**config.mk**
```make
export PLATFORM = sky130hd
export DESIGN_NAME = mem_arbiter_flat
export DESIGN_NICKNAME = d
export VERILOG_FILES = /design/src/rtl/mem_arbiter_pkg.sv /design/src/rtl/mem_arbiter_if.sv /design/src/rtl/mem_arbiter_arb_rr2.sv /design/src/rtl/mem_arbiter.sv /design/src/flat_wrapper.sv
export SDC_FILE = /design/constraint.sdc
export NUM_CORES = 1
export LEC_CHECK = 0
export BUFFER_PORTS_ARGS = -buffer_cell sky130_fd_sc_hd__buf_2
export CAP_MARGIN = 20
export CORE_UTILIZATION = 56
export CTS_BUF_LIST = sky130_fd_sc_hd__clkbuf_8
export DETAILED_ROUTE_END_ITERATION = 8
export PLACE_DENSITY = 0.83
export SLEW_MARGIN = 5
export SYNTH_ARGS = -nofsm -noshare
export SYNTH_HDL_FRONTEND = slang
export SYNTH_SLANG_ARGS = --single-unit
```
**constraint.sdc**
```tcl
create_clock -name clk -period 7.5 [get_ports clk]
set_input_delay 0.75 -clock clk [delete_from_list [all_inputs] [get_ports clk]]
set_output_delay 0.75 -clock clk [all_outputs]
set_load 0.02 [all_outputs]
```
**src/rtl/mem_arbiter_pkg.sv**
```systemverilog
// Shared definitions for the two-port cache memory arbiter:
// request encodings, arbiter state, the request bundle and the debug view.
package mem_arbiter_pkg;

  localparam logic [1:0] RW_NONE  = 2'b00;
  localparam logic [1:0] RW_READ  = 2'b01;
  localparam logic [1:0] RW_WRITE = 2'b10;

  typedef enum logic {
    ST_IDLE = 1'b0,
    ST_BUSY = 1'b1
  } arb_state_e;

  typedef struct packed {
    logic [1:0]  rw;
    logic [31:0] addr;
    logic [31:0] wdata;
    logic [3:0]  mask;
  } mem_req_t;

  typedef struct packed {
    arb_state_e state;
    logic       owner;
    logic       last;
    logic [1:0] pend;
    logic       proto_err;
  } arb_dbg_t;

  // A flag with both bits set is a write.
  function automatic logic [1:0] norm_rw(input logic [1:0] rw);
    return rw[1] ? RW_WRITE : (rw[0] ? RW_READ : RW_NONE);
  endfunction

endpackage

```
**src/rtl/mem_arbiter_if.sv**
```systemverilog
// Cache memory protocol bundle: one link between a requester (master) and a memory side (slave).
// Handshake: master pulses rw_flag non-zero for exactly one cycle per word, with addr/write_data/write_mask valid
// in that cycle, and only while busy is low; the slave answers with a one-cycle done pulse (read_data valid with it).
interface mem_arbiter_if;
  logic [1:0]  rw_flag;
  logic [31:0] addr;
  logic [31:0] write_data;
  logic [3:0]  write_mask;
  logic [31:0] read_data;
  logic        busy;
  logic        done;

  modport master (
    output rw_flag, addr, write_data, write_mask,
    input  read_data, busy, done
  );

  modport slave (
    input  rw_flag, addr, write_data, write_mask,
    output read_data, busy, done
  );
endinterface

```
**src/rtl/mem_arbiter_arb_rr2.sv**
```systemverilog
// Two-way chooser: a lone requester wins; on conflict the loser of the previous conflict wins
// when FAIR, otherwise port 1 always wins.
module mem_arbiter_arb_rr2 #(
  parameter bit FAIR = 1'b1
) (
  input  logic [1:0] req,
  input  logic       last,
  output logic       grant,
  output logic       conflict
);

  always_comb begin
    conflict = &req;
    if (conflict) grant = FAIR ? ~last : 1'b1;
    else          grant = req[1];
  end

endmodule

```
**src/rtl/mem_arbiter.sv**
```systemverilog
// Shares one memory port between the instruction cache (p0) and data cache (p1), keeping refill
// bursts contiguous while bounding how long the other port can be starved.
module mem_arbiter
  import mem_arbiter_pkg::*;
#(
  parameter bit FAIR     = 1'b1,
  parameter int LOCK_MAX = 8
) (
  input  logic          clk,
  input  logic          rst,
  mem_arbiter_if.slave  p0,
  mem_arbiter_if.slave  p1,
  mem_arbiter_if.master mem,
  output arb_dbg_t      dbg
);

  localparam int CW = $clog2(LOCK_MAX) + 1;
  localparam logic [CW-1:0] LOCK_LIM = CW'(LOCK_MAX - 1);

  arb_state_e    state;
  logic          owner, last, proto_err;
  logic [CW-1:0] lock_cnt;
  logic [1:0]    pend;
  mem_req_t      cap_req [2];
  mem_req_t      mem_q;

  mem_req_t   live_req [2];
  mem_req_t   cand_req [2];
  logic [1:0] live_v, own_done, port_busy, viol, live_ok, cand, take;
  logic       grant, conflict, issue, fwd, other;

  always_comb begin
    live_req[0] = '{rw: norm_rw(p0.rw_flag), addr: p0.addr, wdata: p0.write_data, mask: p0.write_mask};
    live_req[1] = '{rw: norm_rw(p1.rw_flag), addr: p1.addr, wdata: p1.write_data, mask: p1.write_mask};
    for (int n = 0; n < 2; n++) begin
      live_v[n]    = live_req[n].rw != RW_NONE;
      own_done[n]  = (state == ST_BUSY) && (owner == 1'(n)) && mem.done;
      port_busy[n] = pend[n] || ((state == ST_BUSY) && (owner == 1'(n)));
      // A pulse from a busy port is dropped unless it chains on its own done.
      viol[n]      = live_v[n] && port_busy[n] && !own_done[n];
      live_ok[n]   = live_v[n] && !viol[n];
      cand[n]      = pend[n] || live_ok[n];
      cand_req[n]  = pend[n] ? cap_req[n] : live_req[n];
    end
  end

  mem_arbiter_arb_rr2 #(.FAIR(FAIR)) u_rr2 (
    .req      (cand),
    .last     (last),
    .grant    (grant),
    .conflict (conflict)
  );

  always_comb begin
    other = ~owner;
    issue = (state == ST_IDLE) && !mem.busy && (|cand);
    fwd   = (state == ST_BUSY) && mem.done && live_ok[owner] && !mem.busy &&
            (!cand[other] || (lock_cnt < LOCK_LIM));
    for (int n = 0; n < 2; n++)
      take[n] = (issue && (grant == 1'(n))) || (fwd && (owner == 1'(n)));
  end

  always_ff @(posedge clk or posedge rst) begin
    if (rst) begin
      state     <= ST_IDLE;
      owner     <= 1'b0;
      last      <= 1'b0;
      lock_cnt  <= '0;
      pend      <= '0;
      proto_err <= 1'b0;
      mem_q     <= '0;
      for (int n = 0; n < 2; n++) cap_req[n] <= '0;
    end else begin
      proto_err <= |viol;
      mem_q.rw  <= RW_NONE;
      for (int n = 0; n < 2; n++) begin
        if (take[n]) begin
          pend[n] <= 1'b0;
        end else if (live_ok[n] && !pend[n]) begin
          pend[n]    <= 1'b1;
          cap_req[n] <= live_req[n];
        end
      end
      case (state)
        ST_IDLE: begin
          if (issue) begin
            mem_q    <= cand_req[grant];
            owner    <= grant;
            state    <= ST_BUSY;
            lock_cnt <= '0;
            if (conflict) last <= grant;
          end
        end
        ST_BUSY: begin
          if (mem.done) begin
            if (fwd) begin
              mem_q <= live_req[owner];
              // Saturates at the limit so long uncontended bursts cannot wrap.
              if (lock_cnt != LOCK_LIM) lock_cnt <= lock_cnt + 1'b1;
            end else begin
              state <= ST_IDLE;
            end
          end
        end
        default: state <= ST_IDLE;
      endcase
    end
  end

  assign p0.read_data = mem.read_data;
  assign p1.read_data = mem.read_data;
  assign p0.busy      = port_busy[0];
  assign p1.busy      = port_busy[1];
  assign p0.done      = own_done[0];
  assign p1.done      = own_done[1];

  assign mem.rw_flag    = mem_q.rw;
  assign mem.addr       = mem_q.addr;
  assign mem.write_data = mem_q.wdata;
  assign mem.write_mask = mem_q.mask;

  assign dbg = '{state: state, owner: owner, last: last, pend: pend, proto_err: proto_err};

endmodule

```
**src/flat_wrapper.sv**
```systemverilog
// flat-port wrapper written by rule: the top's interface ports become plain ports
module mem_arbiter_flat import mem_arbiter_pkg::*;
#(
  parameter bit FAIR     = 1'b1,
  parameter int LOCK_MAX = 8
)
  (clk, rst, dbg, p0_rw_flag, p0_addr, p0_write_data, p0_write_mask, p0_read_data, p0_busy, p0_done, p1_rw_flag, p1_addr, p1_write_data, p1_write_mask, p1_read_data, p1_busy, p1_done, mem_rw_flag, mem_addr, mem_write_data, mem_write_mask, mem_read_data, mem_busy, mem_done);
  mem_arbiter_if p0_i ();
  mem_arbiter_if p1_i ();
  mem_arbiter_if mem_i ();
  input  logic clk;
  input  logic rst;
  output arb_dbg_t dbg;
  input wire logic [$bits(p0_i.rw_flag)-1:0] p0_rw_flag;
  input wire logic [$bits(p0_i.addr)-1:0] p0_addr;
  input wire logic [$bits(p0_i.write_data)-1:0] p0_write_data;
  input wire logic [$bits(p0_i.write_mask)-1:0] p0_write_mask;
  output wire logic [$bits(p0_i.read_data)-1:0] p0_read_data;
  output wire logic [$bits(p0_i.busy)-1:0] p0_busy;
  output wire logic [$bits(p0_i.done)-1:0] p0_done;
  input wire logic [$bits(p1_i.rw_flag)-1:0] p1_rw_flag;
  input wire logic [$bits(p1_i.addr)-1:0] p1_addr;
  input wire logic [$bits(p1_i.write_data)-1:0] p1_write_data;
  input wire logic [$bits(p1_i.write_mask)-1:0] p1_write_mask;
  output wire logic [$bits(p1_i.read_data)-1:0] p1_read_data;
  output wire logic [$bits(p1_i.busy)-1:0] p1_busy;
  output wire logic [$bits(p1_i.done)-1:0] p1_done;
  output wire logic [$bits(mem_i.rw_flag)-1:0] mem_rw_flag;
  output wire logic [$bits(mem_i.addr)-1:0] mem_addr;
  output wire logic [$bits(mem_i.write_data)-1:0] mem_write_data;
  output wire logic [$bits(mem_i.write_mask)-1:0] mem_write_mask;
  input wire logic [$bits(mem_i.read_data)-1:0] mem_read_data;
  input wire logic [$bits(mem_i.busy)-1:0] mem_busy;
  input wire logic [$bits(mem_i.done)-1:0] mem_done;
  assign p0_i.rw_flag = p0_rw_flag;
  assign p0_i.addr = p0_addr;
  assign p0_i.write_data = p0_write_data;
  assign p0_i.write_mask = p0_write_mask;
  assign p0_read_data = p0_i.read_data;
  assign p0_busy = p0_i.busy;
  assign p0_done = p0_i.done;
  assign p1_i.rw_flag = p1_rw_flag;
  assign p1_i.addr = p1_addr;
  assign p1_i.write_data = p1_write_data;
  assign p1_i.write_mask = p1_write_mask;
  assign p1_read_data = p1_i.read_data;
  assign p1_busy = p1_i.busy;
  assign p1_done = p1_i.done;
  assign mem_rw_flag = mem_i.rw_flag;
  assign mem_addr = mem_i.addr;
  assign mem_write_data = mem_i.write_data;
  assign mem_write_mask = mem_i.write_mask;
  assign mem_i.read_data = mem_read_data;
  assign mem_i.busy = mem_busy;
  assign mem_i.done = mem_done;
  mem_arbiter #(.FAIR(FAIR), .LOCK_MAX(LOCK_MAX)) u_core (.clk(clk), .rst(rst), .p0(p0_i), .p1(p1_i), .mem(mem_i), .dbg(dbg));
endmodule
```
==> results.md <==
* Nets at 1392
* CORE AREA at 22600 µm²
* Gr ovfl total at 0
* Top Ports at 320
* Global Route Usage Sum at 0.304
* Syn nets at 1291
* Setup CP Type: flop to flop
* Hold Crit Class: primary input to async pin
* Most frequent cells in the layout: buf_2, dfrtp_1, mux2_2, nor3_1, mux2i_1
* IO buf count at 223
* Die area at 23700 µm²
* Die Y at 154 µm
* Slew headroom at 0.267
* Synth Flop Type: dfrtp_1
* Post-Syn Instances at 1114
* Number of flops mapped to enable cells by yosys at 0
* Post-CTS Setup Repair Bufs at 0
* # resized after CTS at 0
* TritonCTS Buffers at 39
* Clock root cell: clkbuf_8
* Final Skew at 16.2 ps
* Worst setup path start: u_core.owner
* Startpoint Class: flop
* Initial DRT Pass Iterations at 5
* Worst-case clock buffer depth at 3
* Reg2Reg Launch Point: u_core.owner
* Worst Path Required at 7910 ps
* Per-cell routed wire length at 23.4 µm
* Final slew viol count at 0
* Area growth, synth to finish at 11.2%
* Pwr dens at 448 nW/µm²
* Setup TNS Final at 0 ps
* Detailed Route Iter0 Violations at 814
* Final ANT Viol Nets at 0
* Hpwl dp at 21200 µm
* Avg Cell Area, Syn at 11.6 µm²
* Worst skew pair latency at 530 ps
* Cell Area, Placed at 13600 µm²
* Layout cells sized above 1 at 0.361
* Leak pwr at 0.00672 µW
* Via-per-instance ratio at 6.63
* Design area at 14400 µm²
* Crit share post-route at 0.544
* Worst-path maximum fanout at 72
* Worst EP arrival at 4490 ps
* Netlist cell types at 47
* CTS clock-pin slew for the worst setup and hold paths at 50 ps
* DRC violations left at 0
* Hold_ws at 180 ps
* Critical Path End Type: flop
* Status: complete, no violations
* VDD IR-drop max at 0.000230 V
* Syn. warnings at 0
* Mapped Area at 12900 µm²
* WL final at 35800 µm
* Synth Register Bits at 220
* Worst-Margin Slew at 1100 ps
* Vias at 10100
* Initial antenna violation count at 10
* # rows at 55
* Final Hold Fails at 0
* Ys async rst share at 1.00
* Period minus WS final at 4080 ps
* Vias in the first global route at 10400
* CTS H-tree depth at 2
* Cts hold-fix bufs at 0
* MaxCap Viol Count at 0
* First-pass GRT wire length at 56900 µm
* TritonCTS clock tree: yes
* RSZ-0062 raised after global routing: false
* # clock sinks at 220
* Fmax at 0.245 GHz
* Largest net degree at the start of global routing at 147
* Commonest non-fill, non-tap cell in the layout: buf_2
* Setup Viol. Count Final at 0
* GPL Wtd Cong at 0.855
* Initial Utilization at 0.570
* Sequential area share after synthesis at 0.427
* Die width at 154 µm
[worst max-delay path, stage by stage, from the launching register on]
cell and delay, ps:
dfrtp_4 780, or4b_1 280, nand3_4 770, a2111oi_4 790
buf_6 250, buf_4 620, mux2_2 420
[cells by family (layout without fill, tap and decap cells)]
family / Yosys count / count (layout) / synth area share
AO/OA/AOI/OAI: 176 / 176 / 0.131
XOR/XNOR: 1 / 1 / 0.000679
adder cells (fa/ha/maj): 1 / 1 / 0.000969
buffers and inverters: 186 / 308 / 0.0784
flip-flops: 220 / 220 / 0.427
multiplexers: 347 / 347 / 0.289
other: 0 / 8 / 0
AND/OR/NAND/NOR: 183 / 183 / 0.0736
[path summary, 6_finish.rpt]
check                                 endpoint  slack, ps  depth (start not counted)
min in group clk           u_core.cap_req[126]        460                          2
max reg2reg                 u_core.cap_req[54]       3420                          6
min reg2reg                 u_core.cap_req[25]        480                          1
max                         u_core.cap_req[54]       3420                          6
max in group asynchronous   u_core.cap_req[46]       6070                          3
min                         u_core.cap_req[78]        180                          2
[metrics by stage]
step                utilization  std cells  power (µW)  worst slack [ps]
floorplan                     -       1114        4610               729
global placement          0.600       1456        5230              2950
detailed placement        0.600       1456        5360              2870
CTS                       0.630       1518        6410              2970
global route              0.634       1528        6800              3220
finish                    0.634       1529        6430              3420
[layout make-up]
cell class	instances	area, µm²
antenna	8	20.0
clock buffer	45	619
clock inverter	17	67.6
fill	1801	8290
inverter	6	30.0
multi-input combinational	708	6460
sequential	220	5520
tap	285	357
timing repair buffer	240	1290
[Yosys cell counts (2+ instances only)]
master | instances | area share
mux2_2 | 141 | 0.12
o31ai_1 | 2 | 0.0012
mux2i_1 | 139 | 0.11
nor2b_1 | 2 | 0.00097
a211oi_1 | 4 | 0.0023
inv_1 | 6 | 0.0017
o311ai_0 | 2 | 0.0014
nand2b_1 | 3 | 0.0015
buf_1 | 5 | 0.0015
a221o_1 | 68 | 0.053
buf_4 | 77 | 0.045
a211o_1 | 2 | 0.0014
o211ai_1 | 3 | 0.0017
a31oi_1 | 3 | 0.0015
nor2_1 | 9 | 0.0026
a32oi_1 | 2 | 0.0014
nand3_1 | 5 | 0.0019
clkbuf_1 | 78 | 0.023
a21oi_1 | 5 | 0.0019
or4b_1 | 2 | 0.0016
nand3b_1 | 2 | 0.0012
mux2_1 | 67 | 0.058
dfrtp_1 | 220 | 0.43
nor3_1 | 141 | 0.055
buf_2 | 20 | 0.0078
o21ai_0 | 4 | 0.0016
a32o_1 | 68 | 0.053
o22ai_1 | 4 | 0.0019
or3_1 | 5 | 0.0024
nand2_1 | 8 | 0.0023
[sequential cells by signal, summed over array words and instances (netlist names), 2 cells and up]
signal,cells
u_core.lock_cnt,4
u_core.pend,2
u_core.cap_req,140
u_core.mem.rw_flag,2
u_core.mem.write_mask,4
u_core.mem.write_data,32
u_core.mem.addr,32
[where the power goes]
group	switching [µW]	internal, µW
combinational	1590	1570
clock	487	538
sequential	469	1780
total	2540	3890
[metal layers]
| metal | GRT usage | vias to the layer above | part of all wire |
|---|---|---|---|
| li1 | - | 4456 | - |
| met1 | 0.396 | 5132 | 0.41 |
| met2 | 0.471 | 445 | 0.47 |
| met3 | 0.0654 | 105 | 0.075 |
| met4 | 0.177 | 4 | 0.044 |
| met5 | 0 | - | 0.00059 |
No activity file was read; power rests on OpenSTA's default activity.
